===== config.mk =====
export PLATFORM = sky130hd
export DESIGN_NAME = slot_arbiter
export DESIGN_NICKNAME = d
export VERILOG_FILES = /design/src/rtl/slot_arbiter.sv
export SDC_FILE = /design/constraint.sdc
export NUM_CORES = 1
export LEC_CHECK = 0
export CAP_MARGIN = 40
export CORE_UTILIZATION = 50
export CTS_CLUSTER_SIZE = 30
export DETAILED_ROUTE_END_ITERATION = 16
export PLACE_DENSITY = 0.83
export SKIP_LAST_GASP = 1
export SLEW_MARGIN = 15
export SYNTH_ARGS = -nofsm -noshare
export SYNTH_HDL_FRONTEND = slang
export SYNTH_SLANG_ARGS = --single-unit

===== constraint.sdc =====
create_clock -name clk -period 3.3 [get_ports clk]
set_clock_uncertainty 0.05 [all_clocks]
set_input_delay 0.825 -clock clk [delete_from_list [all_inputs] [get_ports clk]]
set_output_delay 0.825 -clock clk [all_outputs]
set_load 0.05 [all_outputs]

===== src/rtl/slot_arbiter.sv =====
// Garage door and slot-pool arbiter: grants entry/exit requests round-robin,
// hands entering cars the lowest free slot and times the door open window.
module slot_arbiter #(
    parameter int N_SLOTS     = 4,
    parameter int DOOR_CYCLES = 2000
) (
    input  logic               clk,
    input  logic               rst,
    input  logic               req_in,
    input  logic               req_out,
    input  logic [1:0]         out_slot,
    output logic               grant_in,
    output logic               grant_out,
    output logic               door_open,
    output logic [1:0]         alloc_slot,
    output logic [N_SLOTS-1:0] occupancy,
    output logic [2:0]         free_count,
    output logic [1:0]         near_slot,
    output logic               full,
    output logic               err_exit
);

    localparam int TIMER_W = (DOOR_CYCLES > 1) ? $clog2(DOOR_CYCLES) : 1;
    localparam logic [TIMER_W-1:0] TIMER_LAST = TIMER_W'(DOOR_CYCLES - 1);

    typedef enum logic [1:0] {IDLE, OPEN_IN, OPEN_OUT, CLOSE} state_t;

    state_t               state, next_state;
    logic [TIMER_W-1:0]   timer;
    logic [1:0]           exit_slot;
    logic                 last_out;
    logic [2:0]           occ_cnt;
    logic [3:0]           occ_pad;
    logic                 exit_valid;
    logic                 take_in, take_out, bad_exit, release_exit;
    logic [N_SLOTS-1:0]   near_mask, exit_mask;

    always_comb begin
        occ_cnt = '0;
        for (int i = 0; i < N_SLOTS; i++) begin
            occ_cnt = occ_cnt + 3'(occupancy[i]);
        end
        near_slot = '0;
        for (int i = N_SLOTS - 1; i >= 0; i--) begin
            if (!occupancy[i]) near_slot = 2'(i);
        end
    end

    assign free_count = 3'(N_SLOTS) - occ_cnt;
    assign full       = (free_count == 3'd0);
    assign occ_pad    = 4'(occupancy);
    // Slot indices beyond N_SLOTS read as empty and so raise err_exit.
    assign exit_valid = occ_pad[out_slot];
    assign near_mask  = N_SLOTS'(1) << near_slot;
    assign exit_mask  = N_SLOTS'(1) << exit_slot;

    always_ff @(posedge clk or negedge rst) begin
        if (!rst) state <= IDLE;
        else      state <= next_state;
    end

    always_comb begin
        next_state   = state;
        take_in      = 1'b0;
        take_out     = 1'b0;
        bad_exit     = 1'b0;
        release_exit = 1'b0;
        door_open    = 1'b0;
        case (state)
            IDLE: begin
                bad_exit = req_out && !exit_valid;
                if (req_in && !full && req_out && exit_valid) begin
                    take_out = !last_out;
                    take_in  = last_out;
                end else if (req_in && !full) begin
                    take_in = 1'b1;
                end else if (req_out && exit_valid) begin
                    take_out = 1'b1;
                end
                if (take_in)  next_state = OPEN_IN;
                if (take_out) next_state = OPEN_OUT;
            end
            OPEN_IN, OPEN_OUT: begin
                door_open = 1'b1;
                if (timer == TIMER_LAST) begin
                    next_state   = CLOSE;
                    release_exit = (state == OPEN_OUT);
                end
            end
            CLOSE: next_state = IDLE;
            default: next_state = IDLE;
        endcase
    end

    always_ff @(posedge clk or negedge rst) begin
        if (!rst) begin
            occupancy  <= '0;
            alloc_slot <= '0;
            timer      <= '0;
            exit_slot  <= '0;
            last_out   <= 1'b0;
            grant_in   <= 1'b0;
            grant_out  <= 1'b0;
            err_exit   <= 1'b0;
        end else begin
            grant_in  <= take_in;
            grant_out <= take_out;
            err_exit  <= bad_exit;
            if (take_in) begin
                alloc_slot <= near_slot;
                occupancy  <= occupancy | near_mask;
                last_out   <= 1'b0;
                timer      <= '0;
            end else if (take_out) begin
                exit_slot <= out_slot;
                last_out  <= 1'b1;
                timer     <= '0;
            end else if (door_open) begin
                timer <= timer + TIMER_W'(1);
                // The vacated slot is only returned to the pool once the door window ends.
                if (release_exit) occupancy <= occupancy & ~exit_mask;
            end
        end
    end

endmodule


==> run_results.csv, run 1 <==
group,metric,value,unit
critical_path,worstReg2RegEnd,"exit_slot[0]$_DFFE_PN0P_",
timing,setup_viol,0,
drt,dr.pass1.iters,4,
drt,avgRoutedWirePerCell,14.6,um
place,gp_congestion,0.815,
clocking,cts-root-buf,"clkbuf_4",
synth,synthCells,131,
critical_path,crit_required,2.42,ns
clocking,cts-buffers-inserted,3,
critical_path,crit_fanout,6,
timing,tightest_slew,0.500,ns
drt,vias,1066,
place,dp_hpwl,2.05,mm
timing,drv_slew,0,
clocking,cts_htree_levels,1,
power,power_density,281,nW/um^2
floorplanning,die_width,53.6,um
critical_path,reg2regPathDepth,8,
clocking,cts_buffer_depth,2,
critical_path,critical_path_class,"flip-flop to output pin",
power,seqPwrFrac,66.9,%
min_path,min_to,"alloc_slot[0]$_DFFE_PN0N_",
global_routing,grt_antenna_before_repair,0,
synth,synth_area_leaders,"dfrtp_1 47%, ha_1 4.7%, xnor2_1 4.6%",
floorplanning,die_area,2870,um^2
synth,syn_nets,143,
drt,drt_iter0_drc,17,
clocking,cts_tree,"yes",
clocking,cts_sinks,25,
floorplanning,core,2500,um^2
synth,postSynth.asyncResetShare,100,%
power,p_comb_share,4.1,%
floorplanning,fp.dieH,53.6,um
synth,synth_cell_type_count,38,
cells_and_area,drive_above_1_share,10.3,%
min_path,min_delay_path_depth,1,
clocking,cts_setup_buffers,0,
global_routing,gr-total-overflow,0,
cells_and_area,finish.instance_area,1630,um^2
timing,period_share,97.2,%
synth,synthesis.area,1330,um^2
timing,setup-tns-final,0,ns
synth,synth.top_cell.area_share,47.0,%
drt,totalWireLength,2.69,mm
critical_path,r2r_setup_slack,0.25,ns
drt,route.detailed.drc,0,
power,p_int,0.361,mW
synth,synth_edf_count,0,
cells_and_area,final_common_cell,"dfrtp_1",
timing,period_needed,3.21,ns
cells_and_area,final_cell_mix,"25 x dfrtp_1, 17 x clkdlybuf4s50_1, 14 x nor2_1",
synth,synth-warning-count,0,
min_path,min_path_type,"flip-flop to flip-flop",
cells_and_area,area_growth,22.5,%
timing,max_freq,312,MHz
clocking,clkTransAtPathRegs,0.13,ns
drt,viasPerCell,5.76,
floorplanning,rows,18,
place,dpl_cell_area,1600,um^2
power,p_clk_share,29.0,%
synth,yosysSeqAreaShare,47.0,%
synth,synth_top_area_cell,"dfrtp_1",
run,drv_cap,0,
clocking,clk_latency,0.31,ns
global_routing,grt_max_degree,26,
place,io_buffers,21,
power,peakVddDrop,0.000293,V
global_routing,grt_usage,21.9,%
synth,synthFlopType,"dfrtp_1",
global_routing,grt_pass1_vias,1053,
power,power_leakage,0.704,nW
floorplanning,io_pins,22,
global_routing,grt_pass1_wl,4.42,mm
critical_path,cp-end-kind,"output pin",
timing,hold_viol,0,
status,run_status,"finished, final reports clean",
cells_and_area,fin_nets,168,
cells_and_area,antennaDiodeCount,0,
critical_path,cp-start-kind,"flip-flop",
place,placed_cells,181,
critical_path,cp.arrival,2.33,ns
power,p_total,0.458,mW
floorplanning,initial_core_util,53.2,%
cells_and_area,instances_no_fill,185,
synth,postSynthAreaPerCell,10.2,um^2
critical_path,r2r-start,"occupancy[1]$_DFFE_PN0P_",
synth,synth-seq-cells,25,
cells_and_area,final_util,65.2,%
power,p_sw,0.0966,mW
min_path,hp-start,"alloc_slot[0]$_DFFE_PN0N_",
drt,ant_nets,0,
timing,timing.slew.headroom,66.4,%
timing,rsz0062_at_grt,"false",
power,p_sw_share,21.1,%
[cell families (layout without fill, tap and decap cells)]
| family | after synthesis | after routing | share of synthesized area (%) |
|---|---|---|---|
| adder cells (fa/ha/maj) | 6 | 6 | 6.21 |
| AND/OR/NAND/NOR | 48 | 48 | 18.0 |
| buffers and inverters | 12 | 36 | 3.48 |
| multiplexers | 7 | 7 | 5.55 |
| AO/OA/AOI/OAI | 23 | 23 | 13.2 |
| XOR/XNOR | 10 | 10 | 6.59 |
| flip-flops | 25 | 25 | 47.0 |
[layer usage]
layer	GRT usage [%]	share of wire, %
met5	0	0
met4	7.46	0.89
met1	24.8	46
met2	40.0	50
met3	5.37	4.0
[flip-flops by register name, summed over array words and instances (netlist names)]
name / flops
timer: 11
exit_slot: 2
err_exit: 1
state: 2
occupancy: 4
grant_out: 1
last_out: 1
grant_in: 1
alloc_slot: 2
[how the worst max path moves through the flow]
stage | from | to | slack (ns) | depth (start not counted)
2_1_floorplan | occupancy[1]$_DFFE_PN0P_ | exit_slot[0]$_DFFE_PN0P_ | -0.03 | 8
3_3_place_gp | occupancy[1]$_DFFE_PN0P_ | exit_slot[0]$_DFFE_PN0P_ | 0.29 | 8
3_5_place_dp | occupancy[1]$_DFFE_PN0P_ | exit_slot[0]$_DFFE_PN0P_ | 0.16 | 8
4_1_cts | occupancy[1]$_DFFE_PN0P_ | full | 0.09 | 6
5_1_grt | occupancy[1]$_DFFE_PN0P_ | full | 0.005 | 6
6_report | occupancy[1]$_DFFE_PN0P_ | full | 0.09 | 6
[synthesized netlist by cell type (2+ instances only)]
master    number
a21oi_1        3
a31oi_1        2
a41oi_1        5
and2_1         2
dfrtp_1       25
ha_1           5
inv_1         10
mux2_2         3
mux2i_1        4
nand2_1       12
nand2b_1       2
nand3_1        2
nand4_1        3
nor2_1        14
nor3_1         5
o21ai_0        2
o221ai_1       2
o31ai_1        2
xnor2_1        7
xor2_1         3
[power by group through the flow]
stage          logic, mW  clock network, mW  registers (mW)
2_1_floorplan    0.00348                  0           0.312
5_1_grt           0.0210              0.147           0.306
3_5_place_dp      0.0188                  0           0.312
3_3_place_gp      0.0185                  0           0.312
4_1_cts           0.0189              0.139           0.306
6_report          0.0188              0.133           0.306
[cell type report]
class                   instances  area [um^2]
fillers                       194          871
well taps                      30         37.5
flip-flops and latches         25          626
clock buffers                   4         26.3
multi-input cells              94          669
inverters                      10         37.5
repair buffers                 22          233
[worst max-delay path, cell delays in order, from the launching register on]
cell,delay (ns)
dfrtp_1,0.48
fa_1,0.57
inv_1,0.05
ha_1,0.18
ha_1,0.39
nor3_4,0.19
buf_12,0.16
[stage by stage]
step           hold WS [ns]  worst slack [ns]
3_3_place_gp          0.439             0.293
6_report              0.468            0.0916
4_1_cts               0.475            0.0866
3_5_place_dp          0.445             0.162
5_1_grt               0.506           0.00467
2_1_floorplan         0.451           -0.0264
[timing repair]
action | CTS | global route
gates resized for setup | 0 | 1
endpoints found under the setup margin | 0 | 1
hold buffers | 0 | 0
Power figures use the tool's default switching activity.
==> inputs of run 2 (changes only) <==
--- a/config.mk
+++ b/config.mk
@@ -6,10 +6,11 @@
 export NUM_CORES = 1
 export LEC_CHECK = 0
 export CAP_MARGIN = 40
-export CORE_UTILIZATION = 50
+export CORE_ASPECT_RATIO = 0.9
+export CORE_UTILIZATION = 40
 export CTS_CLUSTER_SIZE = 30
 export DETAILED_ROUTE_END_ITERATION = 16
-export PLACE_DENSITY = 0.83
+export PLACE_DENSITY = 0.7
 export SKIP_LAST_GASP = 1
 export SLEW_MARGIN = 15
 export SYNTH_ARGS = -nofsm -noshare
==> run_results.csv, run 2 (synthesis results as in run 1) <==
group,metric,value,unit
status,run_status,"finished, final reports clean",
cells_and_area,final_cell_mix,"25 x dfrtp_1, 17 x clkdlybuf4s50_1, 14 x nor2_1",
clocking,cts-root-buf,"clkbuf_8",
power,peakVddDrop,0.000215,V
clocking,cts_tree,"yes",
min_path,min_delay_path_depth,1,
floorplanning,die_width,62.8,um
critical_path,critical_path_class,"flip-flop to output pin",
timing,period_needed,3.11,ns
drt,totalWireLength,2.61,mm
critical_path,cp-end-kind,"output pin",
timing,setup_viol,0,
floorplanning,io_pins,22,
timing,period_share,94.2,%
cells_and_area,final_util,53.6,%
global_routing,grt_max_degree,26,
clocking,cts_buffer_depth,2,
cells_and_area,final_common_cell,"dfrtp_1",
timing,drv_slew,0,
clocking,clkTransAtPathRegs,0.08,ns
clocking,cts-buffers-inserted,3,
power,power_density,301,nW/um^2
critical_path,worstReg2RegEnd,"exit_slot[0]$_DFFE_PN0P_",
cells_and_area,antennaDiodeCount,0,
place,io_buffers,21,
global_routing,grt_antenna_before_repair,0,
place,gp_congestion,0.831,
drt,dr.pass1.iters,4,
critical_path,reg2regPathDepth,8,
run,drv_cap,0,
floorplanning,die_area,3560,um^2
floorplanning,fp.dieH,56.7,um
global_routing,grt_usage,16.7,%
drt,viasPerCell,5.42,
drt,route.detailed.drc,0,
timing,timing.slew.headroom,63.4,%
place,placed_cells,194,
global_routing,grt_pass1_wl,4.55,mm
global_routing,grt_pass1_vias,1021,
cells_and_area,drive_above_1_share,10.9,%
cells_and_area,finish.instance_area,1670,um^2
drt,drt_iter0_drc,83,
cells_and_area,instances_no_fill,198,
clocking,clk_latency,0.27,ns
timing,rsz0062_at_grt,"false",
min_path,min_path_type,"flip-flop to flip-flop",
cells_and_area,largest_register_ffs,11,
cells_and_area,fillers,271,
power,power_leakage,0.716,nW
global_routing,gr-total-overflow,0,
timing,hold_viol,0,
floorplanning,initial_core_util,42.7,%
cells_and_area,top_regs,"timer: 11 flops, occupancy: 4 flops",
critical_path,cp.arrival,2.23,ns
critical_path,crit_fanout,6,
critical_path,r2r-start,"occupancy[1]$_DFFE_PN0P_",
clocking,postCtsResizedCells,0,
critical_path,cp-start-kind,"flip-flop",
timing,tightest_slew,0.542,ns
cells_and_area,fin_nets,169,
floorplanning,rows,19,
critical_path,crit_required,2.42,ns
clocking,holdBufCountCts,0,
cells_and_area,top_register,"timer",
min_path,hp-start,"alloc_slot[0]$_DFFE_PN0N_",
clocking,cts_htree_levels,1,
clocking,cts_sinks,25,
clocking,cts_setup_buffers,0,
place,dp_hpwl,1.99,mm
critical_path,startpoint,"occupancy[1]$_DFFE_PN0P_",
floorplanning,core,3110,um^2
place,dpl_cell_area,1630,um^2
drt,ant_nets,0,
timing,max_freq,322,MHz
min_path,min_to,"alloc_slot[0]$_DFFE_PN0N_",
cells_and_area,area_growth,25.6,%
critical_path,r2r_setup_slack,0.31,ns
drt,avgRoutedWirePerCell,13.2,um
drt,vias,1073,
-- run 2: cell types whose count changed in the layout (fill, tap and decap cells not counted), sizes merged --
cell	delta
buf	+1
-- run 2: worst max-delay path by stage --
stage                                to  slack, ns  cells past startpoint
2_1_floorplan  exit_slot[0]$_DFFE_PN0P_      -0.03                      8
3_3_place_gp   exit_slot[0]$_DFFE_PN0P_       0.42                      8
3_5_place_dp   exit_slot[0]$_DFFE_PN0P_       0.34                      8
4_1_cts                            full       0.18                      7
5_1_grt        exit_slot[0]$_DFFE_PN0P_       0.09                      8
6_report                           full       0.19                      7
-- run 2: metrics by stage --
step	TNS, ns	hold WS (ns)	setup slack, ns	total power [mW]
CTS	0	0.462	0.178	0.508
finish	0	0.456	0.193	0.502
floorplan	-0.0264	0.451	-0.0264	0.316
global placement	0	0.442	0.419	0.331
global route	0	0.469	0.0851	0.527
detailed placement	0	0.443	0.338	0.331
-- run 2: layout make-up --
| class | count | area [um^2] | share of cell area (%) |
|---|---|---|---|
| multi-input combinational | 94 | 669 | 40.1 |
| timing repair buffer | 23 | 240 | 14.4 |
| tap | 42 | 52.6 | 3.15 |
| inverter | 10 | 37.5 | 2.25 |
| clock buffer | 4 | 45.0 | 2.70 |
| sequential | 25 | 626 | 37.5 |
-- run 2: where the power goes --
group          switching, mW  internal [mW]
Clock                 0.0912         0.0863
Sequential                 0          0.306
Combinational         0.0110        0.00790
-- run 2: worst max-delay path, stage by stage (launching register included) --
cell,delay [ns]
dfrtp_1,0.45
fa_1,0.55
inv_1,0.04
ha_1,0.17
ha_1,0.29
buf_4,0.17
nor3_4,0.14
buf_12,0.16
-- run 2: metal layers --
layer  GRT usage (%)  share of wire, %
met1            21.2                46
met2            26.1                45
met3            4.67               6.2
met4            7.97               2.6
met5               0                 0
==> inputs of run 3 (changes only) <==
--- a/config.mk
+++ b/config.mk
@@ -10,7 +10,7 @@
 export CORE_UTILIZATION = 40
 export CTS_CLUSTER_SIZE = 30
 export DETAILED_ROUTE_END_ITERATION = 16
-export PLACE_DENSITY = 0.7
+export PLACE_DENSITY = 0.71
 export SKIP_LAST_GASP = 1
 export SLEW_MARGIN = 15
 export SYNTH_ARGS = -nofsm -noshare
==> run_results.csv, run 3 (synthesis results as in run 1) <==
group,metric,value,unit
critical_path,worstReg2RegEnd,"exit_slot[0]$_DFFE_PN0P_",
timing,timing.slew.headroom,65.3,%
min_path,min_to,"alloc_slot[0]$_DFFE_PN0N_",
global_routing,grt_pass1_wl,4.62,mm
critical_path,cp-start-kind,"flip-flop",
drt,viasPerCell,5.40,
floorplanning,rows,19,
global_routing,gr-total-overflow,0,
power,p_sw_share,20.1,%
critical_path,crit_fanout,6,
clocking,cts_htree_levels,1,
cells_and_area,top_regs,"timer: 11 flops, occupancy: 4 flops",
critical_path,cp-end-kind,"output pin",
clocking,cts_tree,"yes",
clocking,cts-buffers-inserted,3,
status,run_status,"finished, final reports clean",
timing,setup_viol,0,
cells_and_area,largest_register_ffs,11,
critical_path,r2r-start,"occupancy[1]$_DFFE_PN0P_",
place,dp_hpwl,2.00,mm
place,gp_congestion,0.813,
critical_path,r2r_setup_slack,0.30,ns
drt,vias,1063,
cells_and_area,final_cell_mix,"25 x dfrtp_1, 17 x clkdlybuf4s50_1, 14 x nor2_1",
min_path,hp-start,"alloc_slot[0]$_DFFE_PN0N_",
critical_path,crit_required,2.42,ns
critical_path,startpoint,"occupancy[1]$_DFFE_PN0P_",
clocking,clkTransAtPathRegs,0.08,ns
cells_and_area,final_common_cell,"dfrtp_1",
power,p_int,0.400,mW
floorplanning,core,3110,um^2
clocking,cts-root-buf,"clkbuf_8",
drt,drt_iter0_drc,79,
power,p_comb_share,3.8,%
timing,rsz0062_at_grt,"false",
run,drv_cap,0,
clocking,cts_buffer_depth,2,
cells_and_area,area_growth,25.0,%
global_routing,grt_antenna_before_repair,0,
timing,max_freq,325,MHz
power,p_sw,0.100,mW
power,peakVddDrop,0.000243,V
critical_path,critical_path_class,"flip-flop to output pin",
timing,period_needed,3.07,ns
min_path,min_path_type,"flip-flop to flip-flop",
clocking,clk_latency,0.26,ns
timing,fin_hold_ws,0.468,ns
critical_path,cp.arrival,2.20,ns
global_routing,grt_max_degree,26,
timing,drv_slew,0,
cells_and_area,fin_nets,168,
drt,avgRoutedWirePerCell,13.0,um
min_path,min_delay_path_depth,1,
global_routing,grt_pass1_vias,1043,
floorplanning,die_width,62.8,um
clocking,holdBufCountCts,0,
timing,hold_viol,0,
drt,ant_nets,0,
place,io_buffers,21,
timing,period_share,93.2,%
floorplanning,io_pins,22,
power,power_density,301,nW/um^2
cells_and_area,antennaDiodeCount,0,
power,seqPwrFrac,61.1,%
power,p_total,0.501,mW
drt,totalWireLength,2.57,mm
power,p_clk_share,35.1,%
cells_and_area,top_register,"timer",
cells_and_area,drive_above_1_share,10.3,%
power,power_leakage,0.712,nW
floorplanning,initial_core_util,42.7,%
floorplanning,die_area,3560,um^2
floorplanning,fp.dieH,56.7,um
critical_path,reg2regPathDepth,8,
drt,dr.pass1.iters,4,
timing,tightest_slew,0.517,ns
drt,route.detailed.drc,0,
global_routing,grt_usage,16.4,%
clocking,cts_sinks,25,
[run 3: changes by cell type in the layout (fill, tap and decap cells not counted), sizes merged]
cell	delta
buf	-1
[run 3: worst max path at each step]
| stage | depth (start not counted) | endpoint |
|---|---|---|
| after floorplan | 8 | exit_slot[0]$_DFFE_PN0P_ |
| after global placement | 8 | exit_slot[0]$_DFFE_PN0P_ |
| after detailed placement | 8 | exit_slot[0]$_DFFE_PN0P_ |
| after CTS | 8 | exit_slot[0]$_DFFE_PN0P_ |
| after global routing | 6 | full |
| final | 6 | full |
[run 3: per-layer routing]
layer | wire [um] | vias to the layer above | GRT usage [%]
met3 | 147 | 4 | 4.88
met1 | 1210 | 508 | 20.4
met5 | 0 | - | 0
li1 | - | 520 | -
met4 | 17 | 0 | 2.66
met2 | 1190 | 31 | 28.3
[run 3: cell type report]
| class | count | area (um^2) |
|---|---|---|
| Sequential cell | 25 | 626 |
| Inverter | 10 | 37.5 |
| Tap cell | 42 | 52.6 |
| Multi-Input combinational cell | 94 | 669 |
| Fill cell | 279 | 1450 |
| Clock buffer | 4 | 45.0 |
| Timing Repair Buffer | 22 | 233 |
[run 3: timing repair]
action                     in CTS  in global routing
resized for setup               0                  1
setup buffers                   0                  0
setup endpoints to repair       0                  1
[run 3: worst max-delay path, stage by stage, from the launching register on]
cell and delay [ns]:
dfrtp_1 0.45, fa_1 0.55, inv_1 0.04, ha_1 0.17, ha_1 0.38, nor3_4 0.18, buf_12 0.16
[run 3: metrics by stage]
step | cells | area [um^2] | setup slack [ns] | utilization (%) | setup TNS, ns
global placement | 193 | 1620 | 0.287 | 51.9 | 0
detailed placement | 193 | 1620 | 0.158 | 51.9 | 0
global route | 197 | 1660 | 0.110 | 53.4 | 0
CTS | 197 | 1660 | 0.132 | 53.4 | 0
finish | 197 | 1660 | 0.225 | 53.4 | 0
floorplan | 131 | 1340 | -0.0264 | - | -0.0264
[run 3: power groups by stage]
stage / registers, mW / logic [mW] / clock network (mW)
after floorplan: 0.312 / 0.00348 / 0
after global placement: 0.312 / 0.0189 / 0
after detailed placement: 0.312 / 0.0193 / 0
after CTS: 0.306 / 0.0195 / 0.182
after global routing: 0.306 / 0.0214 / 0.194
final: 0.306 / 0.0191 / 0.175
